--- src/rtl/io_pattern_pkg.sv ---
// Shared types and helpers for the IO pattern macro.
// The optional loopback checker is enabled with IO_PATTERN_LOOPBACK_EN.
package io_pattern_pkg;

    localparam int unsigned MAX_PAD_W = 64;
    localparam int unsigned ERR_W     = 16;

    typedef enum logic [1:0] {
        MODE_OFF    = 2'd0,
        MODE_STATIC = 2'd1,
        MODE_WALK   = 2'd2,
        MODE_COUNT  = 2'd3
    } mode_e;

    typedef enum logic [1:0] {
        ST_IDLE = 2'd0,
        ST_RUN  = 2'd1,
        ST_DONE = 2'd2
    } state_e;

    // One-hot vector with the set bit at pos mod w; callers truncate to w bits.
    function automatic logic [MAX_PAD_W-1:0] onehot_rot(input int unsigned pos,
                                                        input int unsigned w);
        onehot_rot = MAX_PAD_W'(1) << (pos % w);
    endfunction

endpackage

--- src/rtl/io_pattern_timer.sv ---
// Step prescaler: counts 0..div while enabled and flags the terminal count.
module io_pattern_timer #(
    parameter int unsigned DIV_W = 8
) (
    input  logic             clk_i,
    input  logic             rst_ni,
    input  logic             load_i,
    input  logic             clear_i,
    input  logic             en_i,
    input  logic [DIV_W-1:0] div_i,
    output logic             tick_c
);

    logic [DIV_W-1:0] div_q, div_d;
    logic [DIV_W-1:0] cnt_q, cnt_d;

    assign tick_c = en_i && (cnt_q == div_q);

    always_comb begin
        div_d = div_q;
        cnt_d = cnt_q;
        if (load_i) begin
            div_d = div_i;
            cnt_d = '0;
        end else if (clear_i) begin
            cnt_d = '0;
        end else if (en_i) begin
            cnt_d = tick_c ? '0 : cnt_q + DIV_W'(1);
        end
    end

    always_ff @(posedge clk_i or negedge rst_ni) begin
        if (!rst_ni) begin
            div_q <= '0;
            cnt_q <= '0;
        end else begin
            div_q <= div_d;
            cnt_q <= cnt_d;
        end
    end

endmodule

--- src/rtl/io_pattern_macro.sv ---
// Pad pattern generator driving east/west/north pad groups with static, walking or counting patterns.
// Defining IO_PATTERN_LOOPBACK_EN adds pad inputs and a saturating loopback error counter.
module io_pattern_macro
    import io_pattern_pkg::*;
#(
    parameter int unsigned NUMBER  = 0,
    parameter int unsigned EAST_W  = 14,
    parameter int unsigned WEST_W  = 14,
    parameter int unsigned NORTH_W = 10,
    parameter int unsigned DIV_W   = 8,
    parameter int unsigned LEN_W   = 8
) (
    input  logic               clk_i,
    input  logic               rst_ni,
    input  logic [1:0]         mode_i,
    input  logic               start_i,
    input  logic [LEN_W-1:0]   len_i,
    input  logic [DIV_W-1:0]   div_i,
    input  logic               stop_i,
    output logic [EAST_W-1:0]  IO_east_o,
    output logic [EAST_W-1:0]  IO_east_oe,
    output logic [WEST_W-1:0]  IO_west_o,
    output logic [WEST_W-1:0]  IO_west_oe,
    output logic [NORTH_W-1:0] IO_north_o,
    output logic [NORTH_W-1:0] IO_north_oe,
`ifdef IO_PATTERN_LOOPBACK_EN
    input  logic [EAST_W-1:0]  IO_east_i,
    input  logic [WEST_W-1:0]  IO_west_i,
    input  logic [NORTH_W-1:0] IO_north_i,
    output logic [ERR_W-1:0]   err_cnt_o,
`endif
    output logic               busy_o,
    output logic               done_o
);

    state_e             state_q, state_d;
    mode_e              mode_q, mode_d;
    logic [LEN_W-1:0]   len_q, len_d;
    logic [LEN_W-1:0]   step_q, step_d;
    logic               busy_q, busy_d;
    logic               done_q, done_d;
    logic [EAST_W-1:0]  east_q, east_d, east_oe_q, east_oe_d;
    logic [WEST_W-1:0]  west_q, west_d, west_oe_q, west_oe_d;
    logic [NORTH_W-1:0] north_q, north_d, north_oe_q, north_oe_d;
    logic               accept_c;
    logic               tick_c;
    logic               run_c;

    // Pattern for one pad group of width w; the caller truncates to w bits.
    function automatic logic [MAX_PAD_W-1:0] pad_pattern(input mode_e m,
                                                         input int unsigned w,
                                                         input logic [LEN_W-1:0] s);
        int unsigned pos;
        pos = NUMBER + 32'(s);
        case (m)
            MODE_STATIC: pad_pattern = onehot_rot(NUMBER, w);
            MODE_WALK:   pad_pattern = onehot_rot(pos, w);
            MODE_COUNT:  pad_pattern = MAX_PAD_W'(pos);
            default:     pad_pattern = '0;
        endcase
    endfunction

    assign run_c = (state_q == ST_RUN);

    io_pattern_timer #(
        .DIV_W (DIV_W)
    ) u_timer (
        .clk_i   (clk_i),
        .rst_ni  (rst_ni),
        .load_i  (accept_c),
        .clear_i (run_c && stop_i),
        .en_i    (run_c),
        .div_i   (div_i),
        .tick_c  (tick_c)
    );

    // Next state, captured run parameters and step counter.
    always_comb begin
        state_d  = state_q;
        mode_d   = mode_q;
        len_d    = len_q;
        step_d   = step_q;
        accept_c = 1'b0;
        case (state_q)
            ST_IDLE: begin
                if (start_i) begin
                    accept_c = 1'b1;
                    mode_d   = mode_e'(mode_i);
                    len_d    = len_i;
                    step_d   = '0;
                    state_d  = ST_RUN;
                end
            end
            ST_RUN: begin
                if (stop_i) begin
                    state_d = ST_IDLE;
                end else if (len_q == '0) begin
                    state_d = ST_DONE;
                end else if (tick_c) begin
                    if (step_q == LEN_W'(len_q - LEN_W'(1))) begin
                        state_d = ST_DONE;
                    end else begin
                        step_d = step_q + LEN_W'(1);
                    end
                end
            end
            ST_DONE: state_d = ST_IDLE;
            default: state_d = ST_IDLE;
        endcase
    end

    // Pads follow the next step so the first pattern lands with the first RUN cycle.
    always_comb begin
        busy_d     = (state_d == ST_RUN);
        done_d     = (state_d == ST_DONE);
        east_d     = east_q;
        west_d     = west_q;
        north_d    = north_q;
        east_oe_d  = {EAST_W{mode_d != MODE_OFF}};
        west_oe_d  = {WEST_W{mode_d != MODE_OFF}};
        north_oe_d = {NORTH_W{mode_d != MODE_OFF}};
        if (state_d == ST_RUN) begin
            east_d  = EAST_W'(pad_pattern(mode_d, EAST_W, step_d));
            west_d  = WEST_W'(pad_pattern(mode_d, WEST_W, step_d));
            north_d = NORTH_W'(pad_pattern(mode_d, NORTH_W, step_d));
        end
    end

    always_ff @(posedge clk_i or negedge rst_ni) begin
        if (!rst_ni) begin
            state_q    <= ST_IDLE;
            mode_q     <= MODE_OFF;
            len_q      <= '0;
            step_q     <= '0;
            busy_q     <= 1'b0;
            done_q     <= 1'b0;
            east_q     <= '0;
            west_q     <= '0;
            north_q    <= '0;
            east_oe_q  <= '0;
            west_oe_q  <= '0;
            north_oe_q <= '0;
        end else begin
            state_q    <= state_d;
            mode_q     <= mode_d;
            len_q      <= len_d;
            step_q     <= step_d;
            busy_q     <= busy_d;
            done_q     <= done_d;
            east_q     <= east_d;
            west_q     <= west_d;
            north_q    <= north_d;
            east_oe_q  <= east_oe_d;
            west_oe_q  <= west_oe_d;
            north_oe_q <= north_oe_d;
        end
    end

    assign IO_east_o   = east_q;
    assign IO_east_oe  = east_oe_q;
    assign IO_west_o   = west_q;
    assign IO_west_oe  = west_oe_q;
    assign IO_north_o  = north_q;
    assign IO_north_oe = north_oe_q;
    assign busy_o      = busy_q;
    assign done_o      = done_q;

`ifdef IO_PATTERN_LOOPBACK_EN
    logic [ERR_W-1:0] err_q, err_d;
    logic             mismatch_c;

    // One error per tick on which any pad group reads back differently from what is driven.
    always_comb begin
        err_d      = err_q;
        mismatch_c = (IO_east_i != east_q) || (IO_west_i != west_q) ||
                     (IO_north_i != north_q);
        if (accept_c) begin
            err_d = '0;
        end else if (tick_c && mismatch_c && (err_q != '1)) begin
            err_d = err_q + ERR_W'(1);
        end
    end

    always_ff @(posedge clk_i or negedge rst_ni) begin
        if (!rst_ni) begin
            err_q <= '0;
        end else begin
            err_q <= err_d;
        end
    end

    assign err_cnt_o = err_q;
`endif

endmodule

--- config.mk ---
export PLATFORM = sky130hd
export DESIGN_NAME = io_pattern_macro
export DESIGN_NICKNAME = d
export VERILOG_FILES = /design/src/rtl/io_pattern_pkg.sv /design/src/rtl/io_pattern_timer.sv /design/src/rtl/io_pattern_macro.sv
export SDC_FILE = /design/constraint.sdc
export NUM_CORES = 1
export LEC_CHECK = 0
export BUFFER_PORTS_ARGS = -buffer_cell sky130_fd_sc_hd__buf_2
export CAP_MARGIN = 10
export CORE_MARGIN = 2
export CORE_UTILIZATION = 29
export DETAILED_ROUTE_END_ITERATION = 12
export GPL_ROUTABILITY_DRIVEN = 0
export SLEW_MARGIN = 5
export SYNTH_ARGS = -nofsm -noshare
export SYNTH_HDL_FRONTEND = slang
export SYNTH_HIERARCHICAL = 1
export SYNTH_SLANG_ARGS = --single-unit
--- constraint.sdc ---
create_clock -name clk_i -period 6.7 [get_ports clk_i]
set_clock_uncertainty 0.2 [all_clocks]
set_input_delay 1.34 -clock clk_i [delete_from_list [all_inputs] [get_ports clk_i]]
set_output_delay 1.34 -clock clk_i [all_outputs]
set_load 0.02 [all_outputs]
Word level (Yosys, flattened, before mapping):

Index checks and enable logic that the tools add are counted.

* $add $sub $neg: 3
* multipliers: 0
* div/mod/pow operators: 2
* magnitude comparators: 0
* eq/ne operators: 8
* shifts and indexed selects: 2
* mux-type cells: 22
* bitwise logic cells: 0
* reductions and logical operators: 7

Operator list (number)
* $mux W8: 9
* $mod A8 B4 Y32 const B: 2
* $pmux W14 S3: 1
* $shl A1 B32 Y10 const A: 1
* $shl A1 B32 Y14 const A: 1
* $pmux W10 S3: 1
* $add A8 B1 Y8 const B: 2
* $eq A8 B8 Y1: 2
* $pmux W8 S2: 1
* $mux W2: 7
* $logic_not A8 Y1: 1
* $sub A8 B1 Y8 const B: 1
* $eq A2 B1 Y1 const B: 3
* $eq A2 B2 Y1 const B: 3
* $pmux W2 S2: 1
* $reduce_bool A3 Y1: 1
* $logic_and A1 B1 Y1: 2
* $logic_not A2 Y1: 1
* $mux W1: 2
* $reduce_and A2 Y1: 1
* $reduce_bool A2 Y1: 1

* flip-flop bits (word level): 64
* bits in latches: 0
* RAM bits: 0
* memory bits (read-only): 0
* bits of input ports: 22
* output and inout bits: 78
* word-level logic and storage cells: 56
* memories kept: 0

Logic depth before layout (Yosys ltp):

* depth after elaboration: 10
* gate-level depth with buffers: 31

By module:

The synthesis kept the hierarchy.

By module, submodules not included
* io_pattern_macro: times used 1, cells an instance 517, area each 4346.7 um^2, seq. area each 1176.1 um^2
* io_pattern_timer: times used 1, cells an instance 71, area each 859.6 um^2, seq. area each 400.4 um^2

Least setup slack after synthesis:

OpenSTA, ideal clock, no wires.

* path type: input to register
* start point: in stop_i
* end point: reg north_q[7] (netlist: IO_north_o[7])
* setup time: 0.066 ns
* arrival: 6.051 ns
* data required time: 6.434 ns
* path slack: 0.383 ns
* stages on the path: 23
* cell sequence: a311oi_1 -> nand4_1 -> a21oi_4 -> and4b_1 -> buf_2 -> nor2_4 -> inv_2 -> ha_1 -> nand2b_1 -> o22ai_1 -> mux2i_2 -> a21oi_4 -> a211oi_2 -> nor3_2 -> nor3_1 -> ha_1 -> nor3b_1 -> o21ai_0 -> nand3_1 -> o2111ai_1 -> or3b_1 -> nor2_1 -> a221o_1

* word-level cells in the longest chain between the ends: 5
* elaborated cells on any way between the ends: 8
* those cells by class: div: 1; eq/ne: 1; shift: 1; mux: 5

Ends and longest elaborated chain
* from (decl): RTL line io_pattern_macro.sv:19 `input logic stop_i,`
* $mux W8 *: RTL line io_pattern_macro.sv:95 `if (stop_i) begin`
* $pmux W8 S2 *: RTL line io_pattern_macro.sv:84 `case (state_q)`
* named net step_d[7]: RTL line io_pattern_macro.sv:39 `logic [LEN_W-1:0] step_q, step_d;`
* $mod A8 B4 Y32: RTL line io_pattern_pkg.sv:24 `onehot_rot = MAX_PAD_W'(1) << (pos % w);`
* $shl A1 B32 Y10: RTL line io_pattern_pkg.sv:24
* $pmux W10 S3 *: RTL line io_pattern_macro.sv:55 `case (m)`
* to (signal assigned): RTL line io_pattern_macro.sv:152 `north_q <= north_d;`
* to (decl): RTL line io_pattern_macro.sv:44 `logic [NORTH_W-1:0] north_q, north_d, north_oe_q, north_oe_d;`

Mark *: on every way through the listed nets, which the timed path passes. The rest lies on a longest branch.
A chain may end at the register's enable or synchronous reset.

Worst setup path in the final report:

* start point: reg state_q[0]
* end point: reg north_q[7] (netlist: IO_north_o[7])

* word-level cells in the longest chain between the ends: 9
* elaborated cells on any way between the ends: 21
* those cells by class: div: 1; eq/ne: 5; shift: 1; mux: 12; reduce/logical: 2

Ends and longest elaborated chain
* from (decl): RTL line io_pattern_macro.sv:36 `state_e state_q, state_d;`
* from (signal assigned): RTL line io_pattern_macro.sv:144 `state_q <= state_d;`
* $eq A2 B1 Y1 *: RTL line io_pattern_macro.sv:63 `assign run_c = (state_q == ST_RUN);`
* named net run_c: RTL line io_pattern_macro.sv:47 `logic run_c;`
* $logic_and A1 B1 Y1 *: RTL line io_pattern_timer.sv:17 `assign tick_c = en_i && (cnt_q == div_q);`
* named net tick_c: RTL line io_pattern_macro.sv:46 `logic tick_c;`
* $mux W8: RTL line io_pattern_macro.sv:99 `end else if (tick_c) begin`
* $mux W8: RTL line io_pattern_macro.sv:97 `end else if (len_q == '0) begin`
* $mux W8: RTL line io_pattern_macro.sv:95
* $pmux W8 S2: RTL line io_pattern_macro.sv:84
* $mod A8 B4 Y32: RTL line io_pattern_pkg.sv:24
* $shl A1 B32 Y10: RTL line io_pattern_pkg.sv:24
* $pmux W10 S3: RTL line io_pattern_macro.sv:55

Marks and branches as above.

==> impl_metrics.yaml <==
sta:
  fmax_ghz: 0.160
  final_hold_viol_count: 0
  fin_crit_sh_pct: 93.4
  slew_violations: 0
  fin_ws_ns: 0.442
  rsz0062_at_grt: "false"
  whs_ns: 0.309
  max_slew.worst_pin.slew_ns: 1.11
  min_period_ns: 6.26
  slew_headroom_pct: 26.2
  fin_setup_tns_ns: 0
  setup_viol: 0
grt:
  grt.overflow.total: 0
  grt_pass1_vias: 4206
  grt_pass1_wl_mm: 21.4
  grt_usage_pct: 14.3
  antenna_found_initial: 0
  grt_max_degree: 64
logic_synthesis:
  ys_seq_elements: 63
  syn_avg_cell_area_um2: 8.85
  synth_nets: 619
  synth.cell_area_um2: 5210
  synth-edff-count: 0
  synth_flop_cell: "dfrtp_1"
  synthCells: 588
  synth_cell_types: 101
  ys_seq_area_share_pct: 30.3
  async_flop_share_pct: 100
  ys_warn_count: 6
floorplan:
  fp-row-count: 48
  core_um2: 17400
  die_h_um: 138
  start_util_pct: 29.9
  ioPinCount: 100
  die_w_um: 138
  die-area_um2: 19000
worst_setup_path:
  slowest_stage: "a221o_2"
  critical_path_arrival_ns: 6.32
  crit_required_ns: 6.77
  path_buf_inv: 5
  critPathMaxStageDelay_ns: 0.49
  path_delay_family: "compound AO/OA/AOI/OAI gates"
  critPathMaxFanout: 14
  worstSetupPathType: "reg2reg"
  r2r_cells: 27
  cp-start-kind: "flop"
  crit_path_end_kind: "flop"
  cp_num_cells: 27
clocking:
  path_clk_slew_ns: 0.05
  cts_root_buffer: "clkbuf_16"
  tritoncts: "built"
  cts_resized: 0
  postCtsHoldBufs: 0
  cts_setup_buffers: 0
  clockBufferDepth: 2
  insertion_delay_ns: 0.33
  h-tree-depth: 3
  numCtsBuffers: 9
  cts.sink_count: 63
drt:
  vias_per_cell: 5.21
  wl_met3_um: 820
  avgRoutedWirePerCell_um: 15.4
  vias: 4539
  wl_mm: 13.4
  drtAntennaViolNets: 0
  met1_length_mm: 5.98
  wl_met2_mm: 6.39
  dr.first_iter.drc_count: 207
  drc: 0
  first_pass_iters: 5
  dr.max_layer_used: "met4"
min_path:
  min_path_type: "reg2reg"
  holdPathStages: 1
final_layout:
  multi_input_area_um2: 3010
  antennaDiodeCount: 0
  seqCellArea_um2: 1580
  nets: 672
  syn_to_final_growth_pct: 13.5
  fin_util_pct: 33.9
  drive_gt1_share_pct: 30.2
  nFillCells: 1827
pwr:
  power.leakage_nw: 2.59
  power_density_nw_per_um2: 236
  ir_worst_vdd_uv: 240
place:
  port_buffers: 99
  dpl.hpwl_mm: 9.95
  pre_cts_slack_ns: 0.147
run_status:
  outcome: "finished clean"
flow_run:
  drv_cap: 0
==> layout by cell type, fill, tap and decap left out, drive strengths merged, types with 4 or more instances in the layout <==
| cell type | Yosys | layout |
|---|---|---|
| buf | 64 | 119 |
| dfrtp | 63 | 63 |
| nand2 | 60 | 60 |
| nor2 | 54 | 54 |
| o21ai | 33 | 33 |
| a21oi | 31 | 31 |
| inv | 27 | 27 |
| xnor2 | 21 | 21 |
| nor3 | 21 | 21 |
| nand3 | 16 | 16 |
| mux2 | 11 | 11 |
| xor2 | 10 | 10 |
| clkbuf | 13 | 10 |
| mux2i | 10 | 10 |
| ha | 9 | 9 |
| and2 | 9 | 9 |
| nand4 | 8 | 8 |
| o31ai | 8 | 8 |
| o211ai | 7 | 7 |
| nand2b | 7 | 7 |
| a221o | 7 | 7 |
| a211oi | 7 | 7 |
| a32oi | 5 | 5 |
| a32o | 5 | 5 |
| a22o | 5 | 5 |
| nand4b | 4 | 4 |
| nor3b | 4 | 4 |
| clkinv | 0 | 4 |
==> flip-flops by register name (all words and copies together), names as in the netlist <==
signal,count
done_o,1
mode_q,2
IO_west_o,14
u_timer/div_q,8
u_timer/cnt_q,8
state_q,2
step_q,8
len_q,8
IO_north_oe,1
busy_o,1
IO_north_o,10
==> stage by stage <==
step | instance area [µm²] | std cells | power (mW)
after floorplan | 5210 | 588 | 0.904
after global placement | 5620 | 855 | 0.942
after detailed placement | 5620 | 855 | 0.946
after CTS | 5910 | 871 | 1.41
after global routing | 5910 | 871 | 1.48
final | 5910 | 871 | 1.39
==> path summary, 6_finish.rpt <==
kind / slack, ns / endpoint / start
hold / removal: 0.31 / u_timer/div_q[7]$_DFFE_PN0P_ / u_timer/div_q[7]$_DFFE_PN0P_
hold reg to reg: 0.31 / u_timer/div_q[7]$_DFFE_PN0P_ / u_timer/div_q[7]$_DFFE_PN0P_
setup reg to reg: 0.44 / IO_north_o[7]$_DFFE_PN0P_ / state_q[0]$_DFF_PN0_
min in group asynchronous: 0.99 / len_q[2]$_DFFE_PN0P_ / rst_ni
max in group asynchronous: 4.76 / IO_north_o[7]$_DFFE_PN0P_ / rst_ni
setup / recovery: 0.44 / IO_north_o[7]$_DFFE_PN0P_ / state_q[0]$_DFF_PN0_
==> cell usage after synthesis, drive strengths merged (4+ instances only) <==
| library cell | number | area (µm²) |
|---|---|---|
| nand2b | 7 | 51.3 |
| a32o | 5 | 50.1 |
| nand4b | 4 | 35.0 |
| o21ai | 33 | 169 |
| mux2 | 11 | 131 |
| inv | 27 | 106 |
| o31ai | 8 | 78.8 |
| nand3 | 16 | 85.1 |
| nor3 | 21 | 135 |
| nand4 | 8 | 50.1 |
| a221o | 7 | 71.3 |
| nand2 | 60 | 228 |
| nor2 | 54 | 225 |
| nor3b | 4 | 35.0 |
| a211oi | 7 | 62.6 |
| dfrtp | 63 | 1580 |
| buf | 64 | 465 |
| a21oi | 31 | 193 |
| clkbuf | 13 | 50.0 |
| a32oi | 5 | 43.8 |
| xor2 | 10 | 87.6 |
| o211ai | 7 | 52.6 |
| a22o | 5 | 43.8 |
| mux2i | 10 | 116 |
| xnor2 | 21 | 184 |
| ha | 9 | 113 |
| and2 | 9 | 57.6 |
==> cells by family after synthesis <==
kind of cell               count (synthesis)  synth area share, %
AOI/OAI and AO/OA                        155                 24.4
and+or+nand+nor                          203                 20.8
DFF                                       63                 30.3
xor gates and xnor gates                  31                 5.22
buffers and inverters                    104                 11.9
adders and majority gates                 11                 2.57
muxes                                     21                 4.76
==> area by class of cell <==
cell class,instances,area share [%]
Multi-Input combinational cell,421,50.9
Clock inverter,6,1.04
Timing Repair Buffer,119,10.9
Sequential cell,63,26.7
Tap cell,225,4.76
Clock buffer,10,3.87
Inverter,27,1.80
==> report_power, final <==
group | leakage [nW] | internal, mW | switching (mW)
combinational | 1.61 | 0.155 | 0.292
sequential | 0.830 | 0.429 | 0.0609
clock | 0.142 | 0.286 | 0.172
total | 2.59 | 0.870 | 0.524
==> routing by layer <==
metal  vias to the layer above  track usage, %
li1                       2186               -
met1                      2181            18.5
met2                       149            23.9
met3                        23            2.38
met4                         0            5.22
met5                         -               0
==> worst register-to-register path, delay by kind of cell, from the launching register on <==
family                     cells  cell delay, ns
muxes                          2            0.49
DFF                            1            0.44
and+or+nand+nor               10            2.02
buffers and inverters          5            0.57
AOI/OAI and AO/OA              8            2.02
adders and majority gates      2            0.44
(Power assumes the default switching activity.)
